<file path="src/rtl/bootrom_axi_pkg.sv">
// Shared constants, FSM state types and burst address stepping for the boot ROM AXI slave.
package bootrom_axi_pkg;

    localparam logic [1:0] RESP_OKAY   = 2'b00;
    localparam logic [1:0] RESP_SLVERR = 2'b10;

    localparam logic [1:0] BURST_FIXED = 2'b00;
    localparam logic [1:0] BURST_INCR  = 2'b01;
    localparam logic [1:0] BURST_WRAP  = 2'b10;

    typedef enum logic {
        RD_IDLE,
        RD_BURST
    } rd_state_t;

    typedef enum logic [1:0] {
        WR_IDLE,
        WR_DATA,
        WR_RESP
    } wr_state_t;

    // Address of the following beat; the reserved burst encoding steps like INCR.
    // WRAP assumes a legal power-of-two beat count, so the wrap span is a clean mask.
    function automatic logic [31:0] next_addr(
        input logic [2:0]  size,
        input logic [1:0]  burst,
        input logic [7:0]  len,
        input logic [31:0] addr
    );
        logic [31:0] step;
        logic [31:0] incr;
        logic [31:0] mask;
        step = 32'd1 << size;
        incr = addr + step;
        mask = (({24'd0, len} + 32'd1) * step) - 32'd1;
        case (burst)
            BURST_FIXED: next_addr = addr;
            BURST_WRAP:  next_addr = (addr & ~mask) | (incr & mask);
            default:     next_addr = incr;
        endcase
    endfunction

endpackage

</file>
<file path="src/rtl/axi_rd_skid_fifo.sv">
// Two-entry FIFO for read beats {id, data, last}; a push into a full buffer is
// accepted only when a pop happens in the same cycle.
module axi_rd_skid_fifo #(
    parameter int W = 69
) (
    input  logic         clk,
    input  logic         rst,
    input  logic         push,
    input  logic         pop,
    input  logic [W-1:0] din,
    output logic [W-1:0] dout,
    output logic         full,
    output logic         empty,
    output logic [1:0]   count
);

    logic [W-1:0] mem [2];
    logic         wr_ptr;
    logic         rd_ptr;
    logic [1:0]   cnt;
    logic         do_push;
    logic         do_pop;

    assign do_pop  = pop && (cnt != 2'd0);
    assign do_push = push && ((cnt != 2'd2) || do_pop);

    always_ff @(posedge clk or posedge rst) begin
        if (rst) begin
            mem[0] <= '0;
            mem[1] <= '0;
            wr_ptr <= 1'b0;
            rd_ptr <= 1'b0;
            cnt    <= 2'd0;
        end else begin
            if (do_push) begin
                mem[wr_ptr] <= din;
                wr_ptr      <= ~wr_ptr;
            end
            if (do_pop) begin
                rd_ptr <= ~rd_ptr;
            end
            case ({do_push, do_pop})
                2'b10:   cnt <= cnt + 2'd1;
                2'b01:   cnt <= cnt - 2'd1;
                default: cnt <= cnt;
            endcase
        end
    end

    assign dout  = mem[rd_ptr];
    assign full  = (cnt == 2'd2);
    assign empty = (cnt == 2'd0);
    assign count = cnt;

endmodule

</file>
<file path="src/rtl/bootrom_axi_rd_slave.sv">
// AXI4 slave front-end for the boot ROM: bursts become 1-cycle-latency ROM word reads.
// Build option BOOTROM_WR_SLVERR_EN answers every write with SLVERR instead of OKAY.
module bootrom_axi_rd_slave #(
    parameter int ADDR_W = 14,
    parameter int DATA_W = 64,
    parameter int ID_W   = 4
) (
    input  logic                clk,
    input  logic                rst,
    input  logic [ID_W-1:0]     S_AXI_ARID,
    input  logic [ADDR_W-1:0]   S_AXI_ARADDR,
    input  logic [7:0]          S_AXI_ARLEN,
    input  logic [2:0]          S_AXI_ARSIZE,
    input  logic [1:0]          S_AXI_ARBURST,
    input  logic                S_AXI_ARVALID,
    output logic                S_AXI_ARREADY,
    output logic [ID_W-1:0]     S_AXI_RID,
    output logic [DATA_W-1:0]   S_AXI_RDATA,
    output logic [1:0]          S_AXI_RRESP,
    output logic                S_AXI_RLAST,
    output logic                S_AXI_RVALID,
    input  logic                S_AXI_RREADY,
    input  logic [ID_W-1:0]     S_AXI_AWID,
    input  logic [ADDR_W-1:0]   S_AXI_AWADDR,
    input  logic [7:0]          S_AXI_AWLEN,
    input  logic                S_AXI_AWVALID,
    output logic                S_AXI_AWREADY,
    input  logic                S_AXI_WLAST,
    input  logic                S_AXI_WVALID,
    output logic                S_AXI_WREADY,
    output logic [ID_W-1:0]     S_AXI_BID,
    output logic [1:0]          S_AXI_BRESP,
    output logic                S_AXI_BVALID,
    input  logic                S_AXI_BREADY,
    output logic                rom_en,
    output logic [ADDR_W-4:0]   rom_addr,
    input  logic [DATA_W-1:0]   rom_rdata,
    output logic                dbg_rd_state,
    output logic [1:0]          dbg_wr_state
);

    import bootrom_axi_pkg::*;

    localparam int FW = ID_W + DATA_W + 1;

`ifdef BOOTROM_WR_SLVERR_EN
    localparam logic [1:0] WR_RESP_CODE = RESP_SLVERR;
`else
    localparam logic [1:0] WR_RESP_CODE = RESP_OKAY;
`endif

    // All handshakes are plain AXI valid/ready: a transfer happens on a rising
    // edge where both are high; a source holds its payload stable until then.

    rd_state_t         rd_state;
    rd_state_t         rd_next;
    logic [ID_W-1:0]   rd_id;
    logic [ADDR_W-1:0] rd_addr;
    logic [7:0]        rd_len;
    logic [2:0]        rd_size;
    logic [1:0]        rd_burst;
    logic [7:0]        beats_left;
    logic [31:0]       addr_nxt;
    logic              ar_hs;
    logic              issue;
    logic              last_beat;

    logic              inflight;
    logic              inflight_last;
    logic [ID_W-1:0]   inflight_id;

    logic              fifo_push;
    logic              fifo_pop;
    logic              fifo_full;
    logic              fifo_empty;
    logic [1:0]        fifo_count;
    logic [FW-1:0]     fifo_din;
    logic [FW-1:0]     fifo_dout;
    logic              r_pop;

    wr_state_t         wr_state;
    wr_state_t         wr_next;
    logic [ID_W-1:0]   wr_id;
    logic              aw_hs;

    assign ar_hs     = S_AXI_ARVALID && S_AXI_ARREADY;
    assign r_pop     = S_AXI_RVALID && S_AXI_RREADY;
    assign last_beat = (beats_left == 8'd0);
    assign addr_nxt  = next_addr(rd_size, rd_burst, rd_len, {{(32-ADDR_W){1'b0}}, rd_addr});

    // A beat may be issued only while buffered plus in-flight beats leave room,
    // or when a pop frees a slot in the same cycle.
    always_comb begin
        rd_next       = rd_state;
        S_AXI_ARREADY = 1'b0;
        issue         = 1'b0;
        case (rd_state)
            RD_IDLE: begin
                S_AXI_ARREADY = !rst;
                if (S_AXI_ARVALID && !rst) rd_next = RD_BURST;
            end
            RD_BURST: begin
                if (((fifo_count + {1'b0, inflight}) < 2'd2) || r_pop) begin
                    issue = 1'b1;
                    if (last_beat) rd_next = RD_IDLE;
                end
            end
            default: rd_next = RD_IDLE;
        endcase
    end

    always_ff @(posedge clk or posedge rst) begin
        if (rst) begin
            rd_state      <= RD_IDLE;
            rd_id         <= '0;
            rd_addr       <= '0;
            rd_len        <= '0;
            rd_size       <= '0;
            rd_burst      <= '0;
            beats_left    <= '0;
            inflight      <= 1'b0;
            inflight_last <= 1'b0;
            inflight_id   <= '0;
        end else begin
            rd_state <= rd_next;
            inflight <= issue;
            if (issue) begin
                inflight_last <= last_beat;
                inflight_id   <= rd_id;
            end
            if (ar_hs) begin
                rd_id      <= S_AXI_ARID;
                rd_addr    <= S_AXI_ARADDR;
                rd_len     <= S_AXI_ARLEN;
                rd_size    <= S_AXI_ARSIZE;
                rd_burst   <= S_AXI_ARBURST;
                beats_left <= S_AXI_ARLEN;
            end else if (issue) begin
                beats_left <= beats_left - 8'd1;
                rd_addr    <= addr_nxt[ADDR_W-1:0];
            end
        end
    end

    assign rom_en   = issue;
    assign rom_addr = rd_addr[ADDR_W-1:3];

    // The beat returning from the ROM is presented directly when the buffer is
    // empty; if it is not taken that cycle it is captured so RDATA stays stable.
    assign fifo_din  = {inflight_id, rom_rdata, inflight_last};
    assign fifo_push = inflight && !(fifo_empty && S_AXI_RREADY);
    assign fifo_pop  = S_AXI_RREADY && !fifo_empty;

    axi_rd_skid_fifo #(
        .W (FW)
    ) u_skid (
        .clk   (clk),
        .rst   (rst),
        .push  (fifo_push),
        .pop   (fifo_pop),
        .din   (fifo_din),
        .dout  (fifo_dout),
        .full  (fifo_full),
        .empty (fifo_empty),
        .count (fifo_count)
    );

    assign S_AXI_RVALID = inflight || !fifo_empty;
    assign S_AXI_RRESP  = RESP_OKAY;
    assign {S_AXI_RID, S_AXI_RDATA, S_AXI_RLAST} =
        !fifo_empty ? fifo_dout : (inflight ? fifo_din : '0);

    assign aw_hs = S_AXI_AWVALID && S_AXI_AWREADY;

    always_comb begin
        wr_next       = wr_state;
        S_AXI_AWREADY = 1'b0;
        S_AXI_WREADY  = 1'b0;
        S_AXI_BVALID  = 1'b0;
        S_AXI_BRESP   = RESP_OKAY;
        case (wr_state)
            WR_IDLE: begin
                S_AXI_AWREADY = !rst;
                if (S_AXI_AWVALID && !rst) wr_next = WR_DATA;
            end
            WR_DATA: begin
                S_AXI_WREADY = 1'b1;
                if (S_AXI_WVALID && S_AXI_WLAST) wr_next = WR_RESP;
            end
            WR_RESP: begin
                S_AXI_BVALID = 1'b1;
                S_AXI_BRESP  = WR_RESP_CODE;
                if (S_AXI_BREADY) wr_next = WR_IDLE;
            end
            default: wr_next = WR_IDLE;
        endcase
    end

    always_ff @(posedge clk or posedge rst) begin
        if (rst) begin
            wr_state <= WR_IDLE;
            wr_id    <= '0;
        end else begin
            wr_state <= wr_next;
            if (aw_hs) wr_id <= S_AXI_AWID;
        end
    end

    assign S_AXI_BID    = wr_id;
    assign dbg_rd_state = rd_state;
    assign dbg_wr_state = wr_state;

    logic unused_ok;
    assign unused_ok = ^{S_AXI_AWADDR, S_AXI_AWLEN, fifo_full, addr_nxt[31:ADDR_W]};

endmodule

</file>
<file path="config.mk">
export PLATFORM = sky130hd
export DESIGN_NAME = bootrom_axi_rd_slave
export DESIGN_NICKNAME = d
export VERILOG_FILES = /design/src/rtl/bootrom_axi_pkg.sv /design/src/rtl/axi_rd_skid_fifo.sv /design/src/rtl/bootrom_axi_rd_slave.sv
export SDC_FILE = /design/constraint.sdc
export NUM_CORES = 1
export LEC_CHECK = 0
export ABC_AREA = 1
export CAP_MARGIN = 40
export CELL_PAD_IN_SITES_DETAIL_PLACEMENT = 1
export CELL_PAD_IN_SITES_GLOBAL_PLACEMENT = 2
export CORE_ASPECT_RATIO = 0.8
export CORE_MARGIN = 2
export CORE_UTILIZATION = 30
export DETAILED_ROUTE_END_ITERATION = 8
export PLACE_DENSITY = 0.8
export SYNTH_ARGS = -nofsm -noshare
export SYNTH_HDL_FRONTEND = slang
export SYNTH_SLANG_ARGS = --single-unit
export TNS_END_PERCENT = 5
</file>
<file path="constraint.sdc">
create_clock -name clk -period 7.1 [get_ports clk]
set_clock_uncertainty 0.05 [all_clocks]
set_input_delay 1.065 -clock clk [delete_from_list [all_inputs] [get_ports clk]]
set_output_delay 1.065 -clock clk [all_outputs]
set_load 0.05 [all_outputs]
</file>
# == Word-level counts from Yosys, hierarchy flattened ==
# Index checks and enable logic that the tools add are counted.
# word_totals
in_bits,129
out_inout_bits,97
wordCells,104
regBits,194
# op_classes
n_mux,28
reduce_logical,27
multipliers,1
n_shift,1
eq_ne,10
n_lt_le_gt_ge,4
n_bitwise,9
n_addsub,7
# ops
cell,count
69-bit two-way mux,6
138-bit bitwise mux,1
69-bit demux with 1-bit select,1
9-bit by 32-bit multiplier with 14-bit output,1
1-bit by 3-bit << shifter with 32-bit output (first input constant),1
14-bit AND,2
14-bit two-way mux,2
14-bit case mux with 2 select lines,1
8-bit two-way mux,2
14-bit adder,1
14-bit NOT,1
14-bit OR,1
14-bit by 1-bit subtractor with 14-bit output (second input constant),1
1-bit logical AND,12
2-bit inequality test (second input constant),5
8-bit by 1-bit adder with 9-bit output (second input constant),1
1-bit two-way mux,9
8-bit logical NOT,1
8-bit by 1-bit subtractor with 8-bit output (second input constant),1
2-bit == test (second input constant),3
2-bit logical NOT,3
2-bit two-way mux,3
2-bit case mux with 3 select lines,1
2-bit nonzero test,3
15 further kinds,24

# == Depth between registers and ports, before layout ==
# Gate-level depths: netlist (run 1).
# depth
depth_word,9
mapped_depth,30
mapped_depth_nobuf,30

# == Modules after synthesis ==
# From an unflattened synthesis (run 1), not the netlist that was laid out.
# unflattened
hier_cells,1871
hier_area_um2,13485.4
# by_module_without_submodules
module,cells_each,seq_area_each_um2,area_per_inst_um2,n_inst
bootrom_axi_rd_slave,1007,1301.2,6747.7,1
axi_rd_skid_fifo,864,3553.4,6737.7,1

# == Least setup slack after synthesis (run 1) ==
# OpenSTA, ideal clock, no wires.
# synth_path
path_type,register to register
startpoint,register rd_len[0]
endpoint,register with a tool-made name
t_arrival_ns,5.022
t_required_ns,6.933
setup_ns,0.117
path_slack_ns,1.911
n_path_buf,0
path_stages_with_launch,29
cell_sequence,dfrtp_1 inv_1 nor2_4 inv_1 nand2_1 nand2_1 inv_1 nand2_1 fa_1 inv_1 fa_1 inv_1 fa_1 inv_1 fa_1 inv_1 fa_1 inv_1 ha_1 nand2_1 nor3_1 nand3_1 nand3_1 xor2_1 nand2_1 o211ai_1 nand2_1 nand2_1 nand2_1
# synth_lines
element,line,text
start: declaration,bootrom_axi_rd_slave.sv:59,logic [7:0] rd_len;
start signal: assignment,bootrom_axi_rd_slave.sv:117,rd_len <= '0;
start signal: assignment,bootrom_axi_rd_slave.sv:134,rd_len <= S_AXI_ARLEN;

==> impl_metrics.toml, run 1 <==
[run_status]
status = "finished, final reports clean"

[worst_setup_path]
slowest_delay_ps = 540
worstPathMaxFanout = 7
slowest_stage = "fa_1"
cp.required_ps = 7410
r2r-start = "rd_len[0]"
r2r_setup_slack_ps = 1130
arrival_ps = 6280
reg2reg_depth = 28
critPathLaunchType = "register"
endpoint_kind = "register"
path_class = "reg -> reg"

[clock_tree]
tritoncts = "yes"
cts_made_buffers = 17
htreeDepth = 4
cts.clk_slew.worst_paths_ps = 80
postCtsSetupBuffers = 0
cts_buffer_depth = 2
clock_latency_ps = 460
ctsHoldBuffers = 0
cts.sinks = 194
clockRootBuffer = "clkbuf_16"
cts.repair.resized = 0

[yosys]
ys_warn_count = 0
yosysMostFrequentCell = "nand2_1"
synth_enable_flop_cells = 0
synthAdderAreaFrac_pct = 12.3
synthTopCellsByCount = "340 x nand2_1, 214 x nor2_1, 195 x inv_1"
yosysSeqAreaShare_pct = 39.8
synth.largest_area_cell = "dfrtp_1"
yosys.area.top_type_share_pct = 39.8
ys_ff_latch = 194
synth-async-reset-ratio_pct = 100
synthSimpleGateAreaFrac_pct = 20.0
muxShareOfSynthArea_pct = 0.708
synth_ff_type = "dfrtp_1"
synth_area_per_cell_um2 = 7.96
yosys.area_share.xor_xnor_pct = 1.65
synth_compound_area_share_pct = 15.6
synth_top_family_by_area = "simple AND/OR/NAND/NOR gates"
syn_area_um2 = 12200
synth_cell_types = 46
synth_area_leaders = "dfrtp_1 40%, nand2_1 10%, fa_1 7.4%, nor2_1 6.6%, inv_1 6.0%"
syn_inst = 1531

[route]
route.detailed.drc = 0
drt-total-wl_um = 38300
vias = 10800
ant_nets = 0
dr.pass1.iters = 5
wire_per_inst_um = 17.1
drt_iter0_drc = 609
avgViaCountPerCell = 4.82

[sta]
fmax_mhz = 167
rsz0062_at_grt = "false"
final-hold-violation-count = 0
tightest_slew_ps = 871
maxSlewViolCount = 0
setup_viol = 0
tns_ps = 0
period_needed_ps = 5970
period_share_pct = 84.1
relSlewSlack_pct = 41.9

[place]
io_buffers = 199
gp_congestion = 0.813
dpl.hpwl_um = 27200

[floorplan]
die_y_um = 184
core_area_um2 = 40400
die_area_um2 = 42300
rows = 66
initial_utilization_pct = 30.2
pin_count = 226
die_w_um = 229

[global_route]
grt_pass1_vias = 11300
overflow = 0
grt_max_degree = 125
grt_pass1_wl_um = 62400
track_usage_pct = 18.6
grt_antenna_before_repair = 0

[layout]
regArea_um2 = 4860
diodes = 0
multi_input_area_um2 = 6170
final.fill_count = 4840
finalNetCount = 1904
drive_gt1_share_pct = 4.49
area_delta_synth_final_pct = 24.4

[min_path]
hp-class = "reg -> reg"
hold_path_end = "rd_id[0]"
hold_start = "rd_id[0]"
min_path_cells = 2

[flow_run]
cap_violations = 0
-- layer usage --
layer | GRT usage (%) | routed length, um
met4 | 4.47 | 619
met2 | 29.7 | 17300
met5 | 0 | 0
met3 | 3.81 | 1380
met1 | 25.9 | 18900
-- stage by stage --
| step | cells | setup slack [ps] | util [%] | area (um^2) | hold slack (ps) |
|---|---|---|---|---|---|
| floorplan | 1534 | 701 | - | 12200 | 399 |
| global placement | 2205 | 1240 | 36.1 | 14600 | 412 |
| detailed placement | 2207 | 1150 | 36.2 | 14600 | 417 |
| CTS | 2238 | 1090 | 37.5 | 15200 | 437 |
| global route | 2238 | 669 | 37.5 | 15200 | 458 |
| finish | 2238 | 1130 | 37.5 | 15200 | 430 |
-- worst max-delay path by stage --
| stage | from | to | cells after the start |
|---|---|---|---|
| floorplan | rst | S_AXI_BID[0] | 1 |
| global placement | rd_len[0] | register | 28 |
| detailed placement | rd_len[0] | register | 28 |
| CTS | rd_len[0] | register | 28 |
| global route | rd_len[0] | register | 27 |
| finish | rd_len[0] | register | 28 |
-- state kept, by name (all words and copies together), names as in the netlist, named ones only --
register,flops
inflight_id,4
inflight_last,1
beats_left,8
dbg_wr_state,2
inflight,1
u_skid.count,2
dbg_rd_state,1
S_AXI_BID,4
u_skid.wr_ptr,1
rd_len,8
rd_id,4
rd_size,3
u_skid.rd_ptr,1
rd_burst,2
u_skid.mem,138
-- area by class of cell --
type	instances	area share (%)
clock inverter	10	0.636
timing repair buffer	214	14.0
clock buffer	21	3.04
inverter	201	5.04
multi-input combinational	1054	40.7
tap	544	4.49
sequential	194	32.0
-- logic make-up after synthesis --
kind of cell,count (synthesis)
xor gates and xnor gates,23
AOI/OAI and AO/OA,315
other,1
and+or+nand+nor,611
buffers and inverters,286
muxes,8
adders and majority gates,93
DFF,194
-- cells in the final DEF (no fill, tap or decap), types with 4 or more instances in the layout --
master	Yosys	final
nand2_1	340	339
nor2_1	214	214
clkdlybuf4s50_1	0	199
inv_1	195	194
dfrtp_1	194	193
o21ai_0	121	121
o32ai_1	69	69
o21ai_1	67	67
ha_1	48	48
fa_1	45	45
a21oi_1	32	32
nand3_1	29	28
clkbuf_16	0	17
xor2_1	13	13
buf_4	22	13
xnor2_1	10	10
a31oi_1	9	9
nor3_1	7	7
nand2_2	4	5
o211ai_1	5	5
mux2_2	4	4
conb_1	1	4
-- worst max-delay path, delay by kind of cell (launching register included) --
family / cells / cell delay (ps)
fa+ha+maj: 6 / 2930
flops: 1 / 430
simple gates: 12 / 1420
compound gates: 1 / 120
buf+inv: 8 / 700
xor+xnor: 1 / 210
Power of run 1 is left out: the tool's default activity adds up to more than one toggle a clock period on the data nets, which glitch-free logic cannot reach.
==> run 2, diff against run 1 <==
--- a/config.mk
+++ b/config.mk
@@ -11,9 +11,9 @@
 export CELL_PAD_IN_SITES_GLOBAL_PLACEMENT = 2
 export CORE_ASPECT_RATIO = 0.8
 export CORE_MARGIN = 2
-export CORE_UTILIZATION = 30
+export CORE_UTILIZATION = 28
 export DETAILED_ROUTE_END_ITERATION = 8
-export PLACE_DENSITY = 0.8
+export PLACE_DENSITY = 0.78
 export SYNTH_ARGS = -nofsm -noshare
 export SYNTH_HDL_FRONTEND = slang
 export SYNTH_SLANG_ARGS = --single-unit
==> constraint.sdc (replaced) <==
create_clock -name clk -period 5.16 [get_ports clk]
set_clock_uncertainty 0.05 [all_clocks]
set_input_delay 0.774 -clock clk [delete_from_list [all_inputs] [get_ports clk]]
set_output_delay 0.774 -clock clk [all_outputs]
set_load 0.05 [all_outputs]
==> impl_metrics.toml, run 2 (synthesis gave the netlist of run 1 again) <==
[clock_tree]
clockRootBuffer = "clkbuf_16"
cts.sinks = 194
tritoncts = "yes"
cts.clk_slew.worst_paths_ps = 90
clock_latency_ps = 470
htreeDepth = 4
cts_buffer_depth = 2
ctsHoldBuffers = 0
cts_made_buffers = 17

[place]
gp_congestion = 0.829
dpl.hpwl_um = 29600
io_buffers = 199
dp_slack_ps = -359
placed_area_um2 = 15100

[layout]
area_delta_synth_final_pct = 32.6
reg_top3 = "u_skid.mem x138, beats_left x8, rd_len x8"
final_common_cell = "nand2_1"
largest_reg_flops = 138
layout_common_cells = "329 x nand2_1, 202 x nor2_1, 199 x clkdlybuf4s50_1, 192 x dfrtp_1, 179 x inv_1"
top_register = "u_skid.mem"
finalNetCount = 1972
final.fill_count = 5107
final_cell_area_um2 = 16200
drive_gt1_share_pct = 12.5

[worst_setup_path]
endpoint_kind = "register"
path_buf_inv = 6
slowest_delay_ps = 510
arrival_ps = 5460
cp_top_family = "adder cells"
critPathLaunchType = "register"
slowest_stage = "fa_1"
path_cells = "ha_2, nand2_2, inv_2, nor2_4, nand2_2, fa_1, inv_1, fa_1, inv_2, fa_1, inv_2, fa_1, inv_2, fa_1, inv_2, ha_4, a21oi_4, o21ai_4, a21oi_1, xor2_1, nand2_1, o2111ai_1, nand2_1"
path_class = "reg -> reg"
cp.required_ps = 5470
worstPathMaxFanout = 4

[sta]
maxSlewViolCount = 0
rsz0062_at_grt = "true"
setup_viol = 0
fmax_mhz = 194
period_share_pct = 99.8
period_needed_ps = 5150
final-hold-violation-count = 0
relSlewSlack_pct = 43.0
tightest_slew_ps = 851
fin_worst_hold_slack_ps = 437
setup_slack_ps = 9.77

[route]
ant_nets = 0
drt_iter0_drc = 539
avgViaCountPerCell = 4.80
wire_per_inst_um = 17.8
vias = 11100
route.detailed.drc = 0
dr.pass1.iters = 5
drt-total-wl_um = 41300

[global_route]
grt_pass1_wl_um = 66600
grt_pass1_vias = 12000
overflow = 0
grt_max_degree = 140
grt_antenna_before_repair = 1
track_usage_pct = 18.9

[flow_run]
cap_violations = 0

[floorplan]
die_w_um = 237
initial_utilization_pct = 28.3
die_y_um = 191
core_area_um2 = 43100
die_area_um2 = 45200
pin_count = 226
rows = 68

[min_path]
hp-class = "reg -> reg"

[run_status]
status = "finished, final reports clean"
run 2: cell count changes in the layout (fill, tap and decap cells not counted), sizes merged:
| cell | before | now |
|---|---|---|
| buf | 15 | 83 |
| clkbuf | 21 | 17 |
| clkinv | 6 | 10 |
| clkinvlp | 3 | 2 |
| diode | 0 | 1 |
| inv | 202 | 204 |
run 2: metal layers:
metal / vias to the layer above / wire, um / track usage, %
met5: - / 0 / 0
met4: 0 / 918 / 6.10
li1: 5368 / - / -
met1: 5551 / 19900 / 25.8
met3: 53 / 1410 / 3.34
met2: 176 / 19000 / 30.3
run 2: metrics by stage:
stage	cells	util, %	setup TNS, ps
6_report	2324	37.5	0
5_1_grt	2324	37.5	-2100
3_5_place_dp	2283	35.1	-2270
2_1_floorplan	1534	-	-28.6
4_1_cts	2320	37.1	-31.3
3_3_place_gp	2280	34.9	-1650
run 2: layout make-up:
| class | count | area, um^2 | share of cell area [%] |
|---|---|---|---|
| diodes | 1 | 2.50 | 0.0155 |
| clock buffers | 17 | 425 | 2.63 |
| clock inverters | 15 | 165 | 1.02 |
| inverters | 201 | 758 | 4.69 |
| multi-input cells | 1054 | 6550 | 40.5 |
| flip-flops and latches | 194 | 4860 | 30.1 |
| well taps | 560 | 701 | 4.34 |
| repair buffers | 282 | 2710 | 16.8 |
run 2: path summary, 6_finish.rpt:
kind,start,end,slack [ps],cells after the start
worst max-delay path,rd_len[0],register,10,23
worst min-delay path,u_skid.mem[135],u_skid.mem[135],440,2
worst max register to register,rd_len[0],register,10,23
worst min register to register,u_skid.mem[135],u_skid.mem[135],440,2
max in group asynchronous,rst,u_skid.mem[95],2990,3
min in group asynchronous,rst,asynchronous set/reset pin,840,2
run 2: worst min-delay path, delay by kind of cell, from the launching register on:
| kind | cells | cell delay (ps) |
|---|---|---|
| AOI/OAI and AO/OA | 1 | 60 |
| DFF | 1 | 350 |
| and+or+nand+nor | 1 | 50 |
run 2: what timing repair did:
action                                  4_1_cts  5_1_grt
buffers inserted                              5        3
gates resized for setup                      66       32
pin swaps                                    47       23
endpoints found under the setup margin        8        9
Power of run 2 is left out for the same reason.
==> run 3, diff against run 2 <==
--- a/config.mk
+++ b/config.mk
@@ -9,7 +9,7 @@
 export CAP_MARGIN = 40
 export CELL_PAD_IN_SITES_DETAIL_PLACEMENT = 1
 export CELL_PAD_IN_SITES_GLOBAL_PLACEMENT = 2
-export CORE_ASPECT_RATIO = 0.8
+export CORE_ASPECT_RATIO = 1.4
 export CORE_MARGIN = 2
 export CORE_UTILIZATION = 28
 export DETAILED_ROUTE_END_ITERATION = 8
==> impl_metrics.toml, run 3 (synthesis gave the netlist of run 1 again) <==
[worst_setup_path]
cp.required_ps = 5460
arrival_ps = 5490
endpoint_kind = "register"
critPathLaunchType = "register"
path_class = "reg -> reg"
worstPathMaxFanout = 4

[route]
dr.pass1.iters = 5
met3_length_um = 1230
drt_iter0_drc = 551
ant_nets = 0
drt-total-wl_um = 39700
top_layer_used = "met5"
dr_wl_met2_um = 20100
route.detailed.drc = 0
wl_met1_um = 17500
vias = 11100
avgViaCountPerCell = 4.81
wire_per_inst_um = 17.2

[floorplan]
die_w_um = 180
die_area_um2 = 45200
die_y_um = 251
pin_count = 226
core_area_um2 = 43000
rows = 90
initial_utilization_pct = 28.3

[clock_tree]
clock_latency_ps = 450
ctsHoldBuffers = 0
cts_made_buffers = 17
cts.sinks = 194
htreeDepth = 4
tritoncts = "yes"
clockRootBuffer = "clkbuf_16"
cts.clk_slew.worst_paths_ps = 90
cts_buffer_depth = 2

[layout]
largest_reg_flops = 138
area_delta_synth_final_pct = 31.8
final_cell_area_um2 = 16100
drive_gt1_share_pct = 11.9
reg_top3 = "u_skid.mem x138, beats_left x8, rd_len x8"
final_common_cell = "nand2_1"
diodes = 0
layout_common_cells = "328 x nand2_1, 208 x nor2_1, 199 x clkdlybuf4s50_1, 191 x dfrtp_1, 177 x inv_1"
finalNetCount = 1970
final_util_pct = 37.3
top_register = "u_skid.mem"

[global_route]
track_usage_pct = 17.9
grt_pass1_wl_um = 65000
grt_antenna_before_repair = 2
overflow = 0
grt_max_degree = 98
grt_pass1_vias = 12000

[sta]
rsz0062_at_grt = "true"
fmax_mhz = 192
tightest_slew_ps = 895
setup_slack_ps = -38.8
maxSlewViolCount = 0
final-hold-violation-count = 0
period_share_pct = 101
period_needed_ps = 5200
setup_viol = 2
relSlewSlack_pct = 40.4

[min_path]
hp-class = "reg -> reg"

[flow_run]
cap_violations = 0

[place]
io_buffers = 199
placed_area_um2 = 15100
dpl.hpwl_um = 28800
gp_congestion = 0.858

[run_status]
status = "finished with violations"
violations = "negative setup slack"
-- run 3: changes by cell type in the layout (fill, tap and decap cells not counted), moves of 3 or more --
cell	change
nor2_1	+6
nand3_1	+3
ha_1	+3
nor2_4	-3
a21oi_2	+3
nor2_2	-3
nand3_2	-3
clkinv_8	+3
inv_8	-4
inv_6	+3
-- run 3: area by class of cell --
type	count	area [um^2]
well taps	552	691
inverters	201	762
clock buffers	17	425
clock inverters	15	201
multi-input cells	1054	6460
repair buffers	280	2670
fillers	5158	27000
flip-flops and latches	194	4860
-- run 3: critical path, cell delays in order (launching register included) --
cell and delay [ps]:
dfrtp_1 440, ha_4 200, nand2_4 100, inv_4 40, nor2_4 90, buf_4 110, nand2_1 60, fa_1 480
inv_1 50, fa_1 490, inv_2 40, fa_1 490, inv_2 40, fa_1 500, inv_1 50, fa_1 490
inv_2 60, ha_4 300, nand2_4 80, nor3_4 140, nand3_1 90, nand3_1 100, xor2_1 200, nand2_1 100
o211ai_1 120, nand2_1 70, nand2_1 50, nand2_1 50
-- run 3: worst paths after layout --
kind                       slack, ps       from                          to  cells after the start
hold reg to reg                  440   rd_id[0]                    rd_id[0]                      2
setup reg to reg                 -40  rd_len[1]                    register                     27
setup / recovery                 -40  rd_len[1]                    register                     27
max in group asynchronous       2940        rst              u_skid.mem[20]                      3
hold / removal                   440   rd_id[0]                    rd_id[0]                      2
min in group asynchronous       1030        rst  asynchronous set/reset pin                      2
-- run 3: layer usage --
metal | up-vias | GRT usage [%]
met5 | - | 0
met4 | 4 | 5.48
met3 | 36 | 2.61
met2 | 197 | 32.2
met1 | 5531 | 22.0
li1 | 5363 | -
-- run 3: stage by stage --
step	cells	worst slack, ps	setup TNS, ps	hold WS [ps]
after global routing	2313	-288	-2060	472
after CTS	2310	-80.8	-264	445
after floorplan	1534	-28.6	-28.6	399
final	2313	-38.8	-50.3	439
after global placement	2275	-276	-1470	417
after detailed placement	2277	-420	-2680	424
-- run 3: what timing repair did --
item | CTS | global route
pin swaps | 30 | 28
setup buffers | 1 | 3
resized for setup | 50 | 31
setup endpoints to repair | 9 | 10
Power of run 3 is left out for the same reason.
